==> config.mk <==
export PLATFORM = sky130hd
export DESIGN_NAME = instr_encoder
export DESIGN_NICKNAME = d
export VERILOG_FILES = /design/src/rtl/instr_encoder.sv
export SDC_FILE = /design/constraint.sdc
export NUM_CORES = 1
export LEC_CHECK = 0
export ABC_AREA = 1
export CAP_MARGIN = 20
export CORE_MARGIN = 3
export CORE_UTILIZATION = 47
export DETAILED_ROUTE_END_ITERATION = 8
export PLACE_DENSITY = 0.8
export SETUP_SLACK_MARGIN = 0.02
export SYNTH_ARGS = -nofsm -noshare
export SYNTH_HDL_FRONTEND = slang
export SYNTH_SLANG_ARGS = --single-unit
==> constraint.sdc <==
create_clock -name clock -period 2.4 [get_ports clock]
set_input_delay 0.24 -clock clock [delete_from_list [all_inputs] [get_ports clock]]
set_output_delay 0.24 -clock clock [all_outputs]
set_load 0.02 [all_outputs]
==> src/rtl/instr_encoder.sv <==
// instr_encoder: packs one symbolic instruction per handshake into the 32-bit
// ISA word and streams it to sequential imem addresses through a one-deep
// registered write stage. Tracks how many words were accepted since reset/clear.
module instr_encoder #(
  parameter int                 ADDR_W = 12,
  parameter int                 DEPTH  = 4096,
  parameter logic [ADDR_W-1:0]  BASE   = '0
) (
  input  logic              clock,
  input  logic              reset,
  input  logic              clear,
  input  logic              in_valid,
  output logic              in_ready,
  input  logic [3:0]        op_sel,
  input  logic [4:0]        rd,
  input  logic [4:0]        rs,
  input  logic [4:0]        rt,
  input  logic [4:0]        shamt,
  input  logic [16:0]       imm,
  input  logic [26:0]       target,
  output logic              wr_en,
  input  logic              wr_ready,
  output logic [ADDR_W-1:0] wr_addr,
  output logic [31:0]       wr_data,
  output logic [ADDR_W:0]   count,
  output logic              full
);

  typedef enum logic [3:0] {
    OP_ADD  = 4'd0,  OP_SUB  = 4'd1,  OP_AND  = 4'd2,  OP_OR   = 4'd3,
    OP_SLL  = 4'd4,  OP_SRA  = 4'd5,  OP_ADDI = 4'd6,  OP_LW   = 4'd7,
    OP_SW   = 4'd8,  OP_BNE  = 4'd9,  OP_BLT  = 4'd10, OP_J    = 4'd11,
    OP_JAL  = 4'd12, OP_JR   = 4'd13, OP_BEX  = 4'd14, OP_SETX = 4'd15
  } op_e;

  typedef struct packed {
    op_e         op;
    logic [4:0]  rd;
    logic [4:0]  rs;
    logic [4:0]  rt;
    logic [4:0]  shamt;
    logic [16:0] imm;
    logic [26:0] target;
  } req_t;

  // ISA major opcodes, bits [31:27]
  localparam logic [4:0] OPC_R    = 5'b00000;
  localparam logic [4:0] OPC_J    = 5'b00001;
  localparam logic [4:0] OPC_BNE  = 5'b00010;
  localparam logic [4:0] OPC_JAL  = 5'b00011;
  localparam logic [4:0] OPC_JR   = 5'b00100;
  localparam logic [4:0] OPC_ADDI = 5'b00101;
  localparam logic [4:0] OPC_BLT  = 5'b00110;
  localparam logic [4:0] OPC_SW   = 5'b00111;
  localparam logic [4:0] OPC_LW   = 5'b01000;
  localparam logic [4:0] OPC_SETX = 5'b10101;
  localparam logic [4:0] OPC_BEX  = 5'b10110;

  localparam logic [ADDR_W:0] DEPTH_C = (ADDR_W+1)'(DEPTH);

  // Pure encoder: every op_sel code is legal, so there is no error path.
  // ALU op for R-type equals op_sel (0..5) zero-extended to 5 bits.
  function automatic logic [31:0] encode(input req_t r);
    logic [31:0] w;
    w = '0;
    case (r.op)
      OP_ADD, OP_SUB, OP_AND, OP_OR:
        w = {OPC_R, r.rd, r.rs, r.rt, 5'b0, {1'b0, r.op}, 2'b00};
      OP_SLL, OP_SRA:
        w = {OPC_R, r.rd, r.rs, 5'b0, r.shamt, {1'b0, r.op}, 2'b00};
      OP_ADDI: w = {OPC_ADDI, r.rd, r.rs, r.imm};
      OP_LW:   w = {OPC_LW,   r.rd, r.rs, r.imm};
      OP_SW:   w = {OPC_SW,   r.rd, r.rs, r.imm};
      OP_BNE:  w = {OPC_BNE,  r.rd, r.rs, r.imm};
      OP_BLT:  w = {OPC_BLT,  r.rd, r.rs, r.imm};
      OP_J:    w = {OPC_J,    r.target};
      OP_JAL:  w = {OPC_JAL,  r.target};
      OP_BEX:  w = {OPC_BEX,  r.target};
      OP_SETX: w = {OPC_SETX, r.target};
      OP_JR:   w = {OPC_JR,   r.rd, 22'b0};
      default: w = '0;
    endcase
    return w;
  endfunction

  req_t              req;
  logic              accept;
  logic [ADDR_W-1:0] ptr;

  // Bundle the request fields so the encoder sees one typed value
  always_comb begin
    req        = '0;
    req.op     = op_e'(op_sel);
    req.rd     = rd;
    req.rs     = rs;
    req.rt     = rt;
    req.shamt  = shamt;
    req.imm    = imm;
    req.target = target;
  end

  // Accept only when the output register is free or draining this cycle
  assign full     = (count == DEPTH_C);
  assign in_ready = ~full & ~clear & (~wr_en | wr_ready);
  assign accept   = in_valid & in_ready;

  // Write stage, address pointer and fill count. The pointer wraps
  // naturally at 2^ADDR_W; only count is bounded by DEPTH via full.
  always_ff @(posedge clock or posedge reset) begin
    if (reset) begin
      wr_en   <= 1'b0;
      wr_addr <= '0;
      wr_data <= '0;
      ptr     <= BASE;
      count   <= '0;
    end else if (clear) begin
      wr_en   <= 1'b0;
      ptr     <= BASE;
      count   <= '0;
    end else if (accept) begin
      wr_en   <= 1'b1;
      wr_addr <= ptr;
      wr_data <= encode(req);
      ptr     <= ptr + 1'b1;
      count   <= count + 1'b1;
    end else if (wr_en & wr_ready) begin
      wr_en   <= 1'b0;
    end
  end

endmodule

# Yosys cells after proc, flatten, opt, wreduce, memory -nomap -nowiden
# Cells that the tools add are included.
# Widths: inputs -> output; s select.
[word_totals]
register_bits = 70
input_bits = 73
out_inout_bits = 60
elab_cells = 45
[classes]
add_sub_neg = 2
eq_ne = 16
muxes = 8
bitwise = 8
n_reduce_logical = 6
[op_table]
columns = ["op", "count"]
rows = [
  ["$pmux 32 s12", 1],
  ["$eq 4x4->1 const B", 8],
  ["$mux 13", 2],
  ["$mux 12", 2],
  ["$eq 4x3->1 const B", 4],
  ["$add 13x1->13 const B", 1],
  ["$eq 13x13->1 const B", 1],
  ["$add 12x1->12 const B", 1],
  ["$eq 4x2->1 const B", 2],
  ["$and 1x1->1", 4],
  ["$eq 4x1->1 const B", 1],
  ["$logic_not 4->1", 1],
  ["$reduce_or 4->1", 1],
  ["$mux 1", 3],
  ["$not 1->1", 3],
  ["$reduce_bool 3->1", 1],
  ["$reduce_and 2->1", 1],
  ["$reduce_bool 2->1", 1],
  ["$reduce_or 2->1", 1],
  ["$or 1x1->1", 1],
]

# Logic depth before layout (Yosys ltp)
# Gate-level depths: netlist of the first run.
[depth]
word_depth = 7
mapped_depth = 11
depth_no_buf = 10

# Least setup slack after synthesis of the first run
# No wires, ideal clock.
[synth_path]
path_type = "reg2reg"
start = "reg count[0]"
end = "reg count[8]"
setup_ps = 117
arrival_time_ps = 1590
t_required_ps = 2283
path_slack_ps = 692
stages_incl_launch_ff = 12
n_path_buf = 2
synth_period_minus_slack_ps = 1708
cell_sequence = "dfrtp_1 inv_1 ha_1 nand2_1 nor3_1 nand2_2 nand3_4 nand2_2 buf_6 buf_6 nand2_1 nand2_1"
[synth_between]
elab_chain_len = 6
word_cells_on_any_way = 9
classes_between = "add/sub: 1; eq/ne: 1; mux: 2; bitwise: 4; reduce/logical: 1"
[synth_rtl]
columns = ["item", "line", "text"]
rows = [
  ["start: declaration", "25", "output logic [ADDR_W:0] count,"],
  ["start signal: assignment", "125", "count <= count + 1'b1;"],
  ["parallel branches: the longest is 6 deep, another holds $add 13x1->13", "-", ""],
]
# Several ways; the timed one is not identified. The select of a mux whose other input is x is not followed.
# A chain may end at the register's enable or synchronous reset.

# Worst setup path after layout of the first run
[layout_path]
start = "reg count[0]"
end = "out in_ready"
[layout_between]
elab_chain_len = 4
[layout_rtl]
columns = ["item", "line", "text"]
rows = [
  ["$eq 13x13->1", "103", "assign full = (count == DEPTH_C);"],
  ["$not 1->1", "104", "assign in_ready = ~full & ~clear & (~wr_en | wr_ready);"],
  ["$and 1x1->1 (2 in a row)", "104", ""],
  ["end: declaration", "13", "output logic in_ready,"],
]
# No other way between the ends.

==> results.py, run 1 <==
metrics = {
    "outcome": {
        "outcome": "finished clean",
    },
    "sta": {
        "timing.fmax_mhz": 461,
        "tightest_slew_ns": 0.751,
        "period_needed_ns": 2.17,
        "tns_ns": 0,
        "rsz0062_at_grt": "false",
        "fin_skew_ns": 0.0147,
        "period_share_pct": 90.4,
        "slew_headroom_pct": 49.9,
        "whs_ns": 0.279,
        "hold_violations": 0,
        "setup_viol": 0,
        "maxSlewViolCount": 0,
    },
    "synth": {
        "synthArstFlopShare_pct": 100,
        "yosys_warnings": 0,
        "synthCells": 644,
        "synth_fp_nets": 720,
        "yosysMostFrequentCell": "nand2_1",
        "synth.area.top_cells": "dfrtp_1 41%, nand2_1 28%, nor2_1 5.4%",
        "yosysSeqAreaShare_pct": 40.7,
        "ys_types": 30,
        "synth_compound_area_share_pct": 4.51,
        "synth_top_area_share_pct": 40.7,
        "ys.flop_type": "dfrtp_1",
        "synthMuxAreaShare_pct": 0,
        "synth_area_mm2": 0.00430,
        "synth_top_family_by_area": "simple AND/OR/NAND/NOR gates",
        "avgSynthCellArea_um2": 6.68,
        "yosys.area.top_type": "dfrtp_1",
        "synth_xor_area_share_pct": 1.43,
        "synth-adder-area-share_pct": 0.873,
        "synth-edff-count": 0,
        "ys_ff_latch": 70,
        "synthSimpleGateAreaFrac_pct": 44.2,
        "synth_top_cells_by_count": "321 x nand2_1, 70 x dfrtp_1, 62 x nor2_1",
    },
    "detailed_routing": {
        "vias_per_cell": 5.11,
        "drtPass1Iterations": 5,
        "drc_errors": 0,
        "postRouteAntennaNets": 0,
        "drt-initial-drc-count": 167,
        "wire_per_inst_um": 13.4,
        "totalWireLength_um": 11800,
        "dr_total_vias": 4498,
    },
    "global_route": {
        "grt_max_degree": 71,
        "overflow": 0,
        "grt.total_usage_pct": 23.8,
        "grt_pass1_wl_um": 19800,
        "antenna_found_initial": 0,
        "grt_pass1_vias": 4319,
    },
    "job": {
        "cap_violations": 0,
    },
    "finish": {
        "regArea_mm2": 0.00175,
        "stdcell_count": 880,
        "area_growth_pct": 35.1,
        "final_util_pct": 66.0,
        "drive_gt1_share_pct": 4.53,
        "fillers": 769,
        "antenna_cells": 0,
        "multi_input_area_mm2": 0.00219,
        "nets": 843,
    },
    "pwr": {
        "p_per_area_mw_per_mm2": 533,
        "switchingPower_mw": 0.959,
        "power_frac_seq_pct": 43.8,
        "p_total_mw": 3.10,
        "sw_frac_of_total_pct": 30.9,
        "internal-power_mw": 2.14,
        "power_frac_comb_pct": 26.3,
        "clkPwrFrac_pct": 29.8,
        "peakVddDrop_mv": 0.264,
        "power_leakage_nw": 2.82,
    },
    "critical_path": {
        "start_kind": "flop",
        "cpMaxStageDelayCell": "dfrtp_1",
        "rr_worst_depth": 8,
        "path_cells": "inv_2, ha_1, nand2_1, nor3_1, nand2_2, nand2_1, inv_1, dlygate4sd2_1",
        "worstPathRequired_ns": 2.16,
        "max_stage_delay_ns": 0.47,
        "path_class": "flop to output pin",
        "crit_arrival_ns": 1.93,
        "cp-end-kind": "output pin",
        "crit_fanout": 6,
        "crit_path_frequent_cell": "nand2_1",
    },
    "cts": {
        "clk_latency_ns": 0.35,
        "cts.sinks": 70,
        "cts_setup_buffers": 0,
        "cts_made_buffers": 9,
        "clockRootBuffer": "clkbuf_8",
        "cts.path.max_buffers": 2,
        "tritoncts": "yes",
        "htreeDepth": 3,
        "clk_pin_slew_ns": 0.08,
    },
    "floorplanning": {
        "rows": 34,
        "die_area_mm2": 0.0103,
        "pin_count": 133,
        "chipHeight_um": 102,
        "die_width_um": 102,
        "core-area_mm2": 0.00881,
        "start_util_pct": 48.8,
    },
    "hold_path": {
        "hold_path_class": "primary input to asynchronous set/reset pin",
    },
    "placement": {
        "dp.cells": 864,
        "place.gp.congestion": 0.861,
        "dpl.hpwl_um": 8600,
        "port_buffers": 132,
    },
}
state kept, by name, indices dropped and copies added (netlist names):
name / cells
wr_data: 32
ptr: 12
count: 13
wr_addr: 12
wr_en: 1
layout make-up:
class,instances,share of cell area [%]
Timing Repair Buffer,141,24.1
Clock inverter,4,0.818
Multi-Input combinational cell,505,37.7
Clock buffer,12,2.32
Tap cell,108,2.32
Inverter,40,2.63
Sequential cell,70,30.1
power groups by stage:
stage | sequential (mW) | clock, mW | combinational [mW]
2_1_floorplan | 1.49 | 0 | 0.290
4_1_cts | 1.36 | 0.943 | 0.823
3_3_place_gp | 1.38 | 0 | 0.806
5_1_grt | 1.37 | 0.981 | 0.894
6_report | 1.36 | 0.924 | 0.816
3_5_place_dp | 1.38 | 0 | 0.822
final timing paths:
path	slack, ns	start	to
max	0.23	count[0]	in_ready
min	0.28	reset	wr_data[4]
max reg2reg	0.25	count[0]	count[4]
min reg2reg	0.48	wr_addr[10]	wr_addr[10]
max in group asynchronous	1.80	reset	wr_addr[9]
min in group clock	0.48	wr_addr[10]	wr_addr[10]
logic make-up (layout without fill, tap and decap cells):
kind of cell	Yosys count	after routing
buffers and inverters	69	197
AO/OA/AOI/OAI	34	34
adder cells (fa/ha/maj)	3	3
XOR/XNOR	7	7
flip-flops	70	70
AND/OR/NAND/NOR	461	461
layer usage:
metal,up-vias,GRT usage [%],routed length [um]
met5,-,0,0
met4,0,7.77,159
met3,16,6.96,1040
met2,177,42.1,6040
met1,2055,27.6,4550
li1,2250,-,-
worst max-delay path, delay by kind of cell, from the launching register on:
family                     cells  cell delay, ns
and+or+nand+nor                4            0.49
buffers and inverters          3            0.48
adders and majority gates      1            0.15
DFF                            1            0.47
repair_timing:
action                     in CTS  in global routing
gates resized for setup         3                  2
hold buffers                    0                  0
setup endpoints to repair       2                  1
layout by cell type (no fill, tap or decap), drive strengths merged:
cell	count
nand2	325
clkdlybuf4s50	130
dfrtp	70
nor2	65
nand3	45
inv	39
o21ai	26
nand4	14
clkbuf	12
nand3b	9
buf	9
xor2	6
a21oi	3
ha	3
clkinv	3
nor3b	2
o21bai	2
a31oi	2
dlygate4sd2	2
nor3	1
o22ai	1
xnor2	1
clkinvlp	1
bufinv	1
through the flow:
stage / worst slack (ns) / cell area, um^2
floorplan: 0.392 / 4300
global placement: 0.223 / 5630
detailed placement: 0.180 / 5630
CTS: 0.227 / 5810
global route: 0.0565 / 5810
finish: 0.230 / 5810
Note: power is estimated with default switching activity, not from simulation.
==> inputs of run 2 (changes only) <==
Settings changed: CELL_PAD_IN_SITES_DETAIL_PLACEMENT set to 1, CELL_PAD_IN_SITES_GLOBAL_PLACEMENT set to 1, CORE_UTILIZATION 47 to 33, PLACE_DENSITY 0.8 to unset, PLACE_DENSITY_LB_ADDON set to 0.1.
==> run 2 against run 1 <==
Effect of this change:
- clock skew shrank 0.0019 ns
- sequential power is essentially flat
- hold slack gained 0.054 ns
- highest routed layer unchanged
- sequential share of layout area shrank 1.1 points
- largest cell class unchanged
- die area grew 40%
- via count grew 1.1%
==> results.py, run 2 (same netlist as run 1, synthesis figures left out) <==
metrics = {
    "sta": {
        "period_share_pct": 89.6,
        "fin_skew_ns": 0.0128,
        "timing.fmax_mhz": 465,
        "period_needed_ns": 2.15,
        "slew_headroom_pct": 46.7,
        "maxSlewViolCount": 0,
        "rsz0062_at_grt": "false",
        "setup_viol": 0,
        "tightest_slew_ns": 0.797,
        "hold_violations": 0,
        "tns_ns": 0,
        "whs_ns": 0.333,
    },
    "cts": {
        "hold_buffers": 0,
        "tritoncts": "yes",
        "cts.path.max_buffers": 2,
        "cts_setup_buffers": 0,
        "clockRootBuffer": "clkbuf_16",
        "cts.sinks": 70,
        "htreeDepth": 3,
        "cts_resized": 4,
        "clk_pin_slew_ns": 0.06,
        "clk_latency_ns": 0.34,
        "cts_made_buffers": 9,
    },
    "global_route": {
        "grt.total_usage_pct": 20.7,
        "antenna_found_initial": 0,
        "grt_pass1_vias": 4972,
        "grt_max_degree": 37,
        "overflow": 0,
        "grt_pass1_wl_um": 24100,
    },
    "critical_path": {
        "crit_path_start": "count[0]",
        "crit_path_frequent_cell": "nand2_1",
        "path_cells": "inv_2, ha_1, nand2_1, nor3_1, nand2_2, nand2_1, inv_1, dlygate4sd2_1",
        "cp-end-kind": "output pin",
        "crit_family": "simple AND/OR/NAND/NOR gates",
        "max_stage_delay_ns": 0.47,
        "cpMaxStageDelayCell": "dfrtp_2",
        "crit_arrival_ns": 1.91,
        "reg2reg_from": "count[0]",
        "path_class": "flop to output pin",
        "crit_buf_inv": 3,
        "crit_fanout": 6,
        "worstPathRequired_ns": 2.16,
        "start_kind": "flop",
    },
    "pwr": {
        "p_total_mw": 3.66,
        "p_per_area_mw_per_mm2": 605,
        "power_leakage_nw": 2.90,
        "peakVddDrop_mv": 0.321,
    },
    "detailed_routing": {
        "drt-initial-drc-count": 217,
        "wire_per_inst_um": 15.2,
        "postRouteAntennaNets": 0,
        "vias_per_cell": 4.80,
        "totalWireLength_um": 14400,
        "drtPass1Iterations": 4,
        "drc_errors": 0,
        "dr_total_vias": 4548,
    },
    "finish": {
        "fillers": 1669,
        "fin_area_mm2": 0.00604,
        "final_util_pct": 47.7,
        "final_common_cell": "nand2_1",
        "largest_reg_flops": 32,
        "regMostFlops": "wr_data",
        "layout_common_cells": "321 x nand2_1, 130 x clkdlybuf4s50_1, 69 x dfrtp_1",
        "nets": 846,
        "area_growth_pct": 40.5,
        "antenna_cells": 0,
        "top_regs": "wr_data: 32 flops, count: 13 flops",
        "drive_gt1_share_pct": 5.29,
    },
    "job": {
        "cap_violations": 0,
    },
    "outcome": {
        "outcome": "finished clean",
    },
    "hold_path": {
        "hold_path_class": "primary input to asynchronous set/reset pin",
    },
    "floorplanning": {
        "die_width_um": 120,
        "die_area_mm2": 0.0144,
        "core-area_mm2": 0.0127,
        "pin_count": 133,
        "start_util_pct": 33.9,
        "chipHeight_um": 120,
        "rows": 41,
    },
    "placement": {
        "dpl.hpwl_um": 10500,
        "place.gp.congestion": 0.789,
        "port_buffers": 132,
        "post_dp_cell_area_mm2": 0.00572,
    },
}
## run 2: cell count changes in the layout (fill, tap and decap cells not counted), moves of 2 or more
cell	change
buf_4	+4
clkbuf_8	-8
clkbuf_16	+9
clkbuf_1	-2
## run 2: worst min-delay path: stages
cell	delay (ns)
clkdlybuf4s50_1	0.41
inv_2	0.06
buf_4	0.38
## run 2: metrics by stage
stage / setup slack [ns] / std cells
after global placement: 0.228 / 931
after CTS: 0.204 / 947
after detailed placement: 0.104 / 931
after global routing: 0.144 / 947
after floorplan: 0.392 / 644
final: 0.249 / 947
## run 2: final timing paths
check | end | slack [ns] | cells past startpoint
worst min-delay path | count[6] | 0.33 | 3
min in group clock | wr_addr[5] | 0.48 | 2
max in group asynchronous | wr_data[23] | 1.68 | 3
worst max-delay path | in_ready | 0.25 | 8
worst min register to register | wr_addr[5] | 0.48 | 2
worst max register to register | count[3] | 0.36 | 9
## run 2: power by group
part           switching [mW]  internal (mW)
logic                   0.456          0.378
clock network           0.525          0.941
registers              0.0719           1.28
## run 2: area by class of cell
| class | instances | area, um^2 | area share, % |
|---|---|---|---|
| Clock buffer | 11 | 243 | 4.02 |
| Clock inverter | 5 | 81.3 | 1.35 |
| Inverter | 40 | 150 | 2.48 |
| Multi-Input combinational cell | 505 | 2190 | 36.3 |
| Sequential cell | 70 | 1750 | 29.0 |
| Tap cell | 172 | 215 | 3.56 |
| Timing Repair Buffer | 144 | 1410 | 23.3 |
## run 2: layer usage
layer	share of wire [%]	global-route usage, %	wire (um)	vias to the layer above
met5	0	0	0	-
li1	-	-	-	2255
met4	1.3	6.16	185	0
met2	53	38.4	7540	101
met1	40	23.2	5810	2179
met3	5.7	5.29	818	13
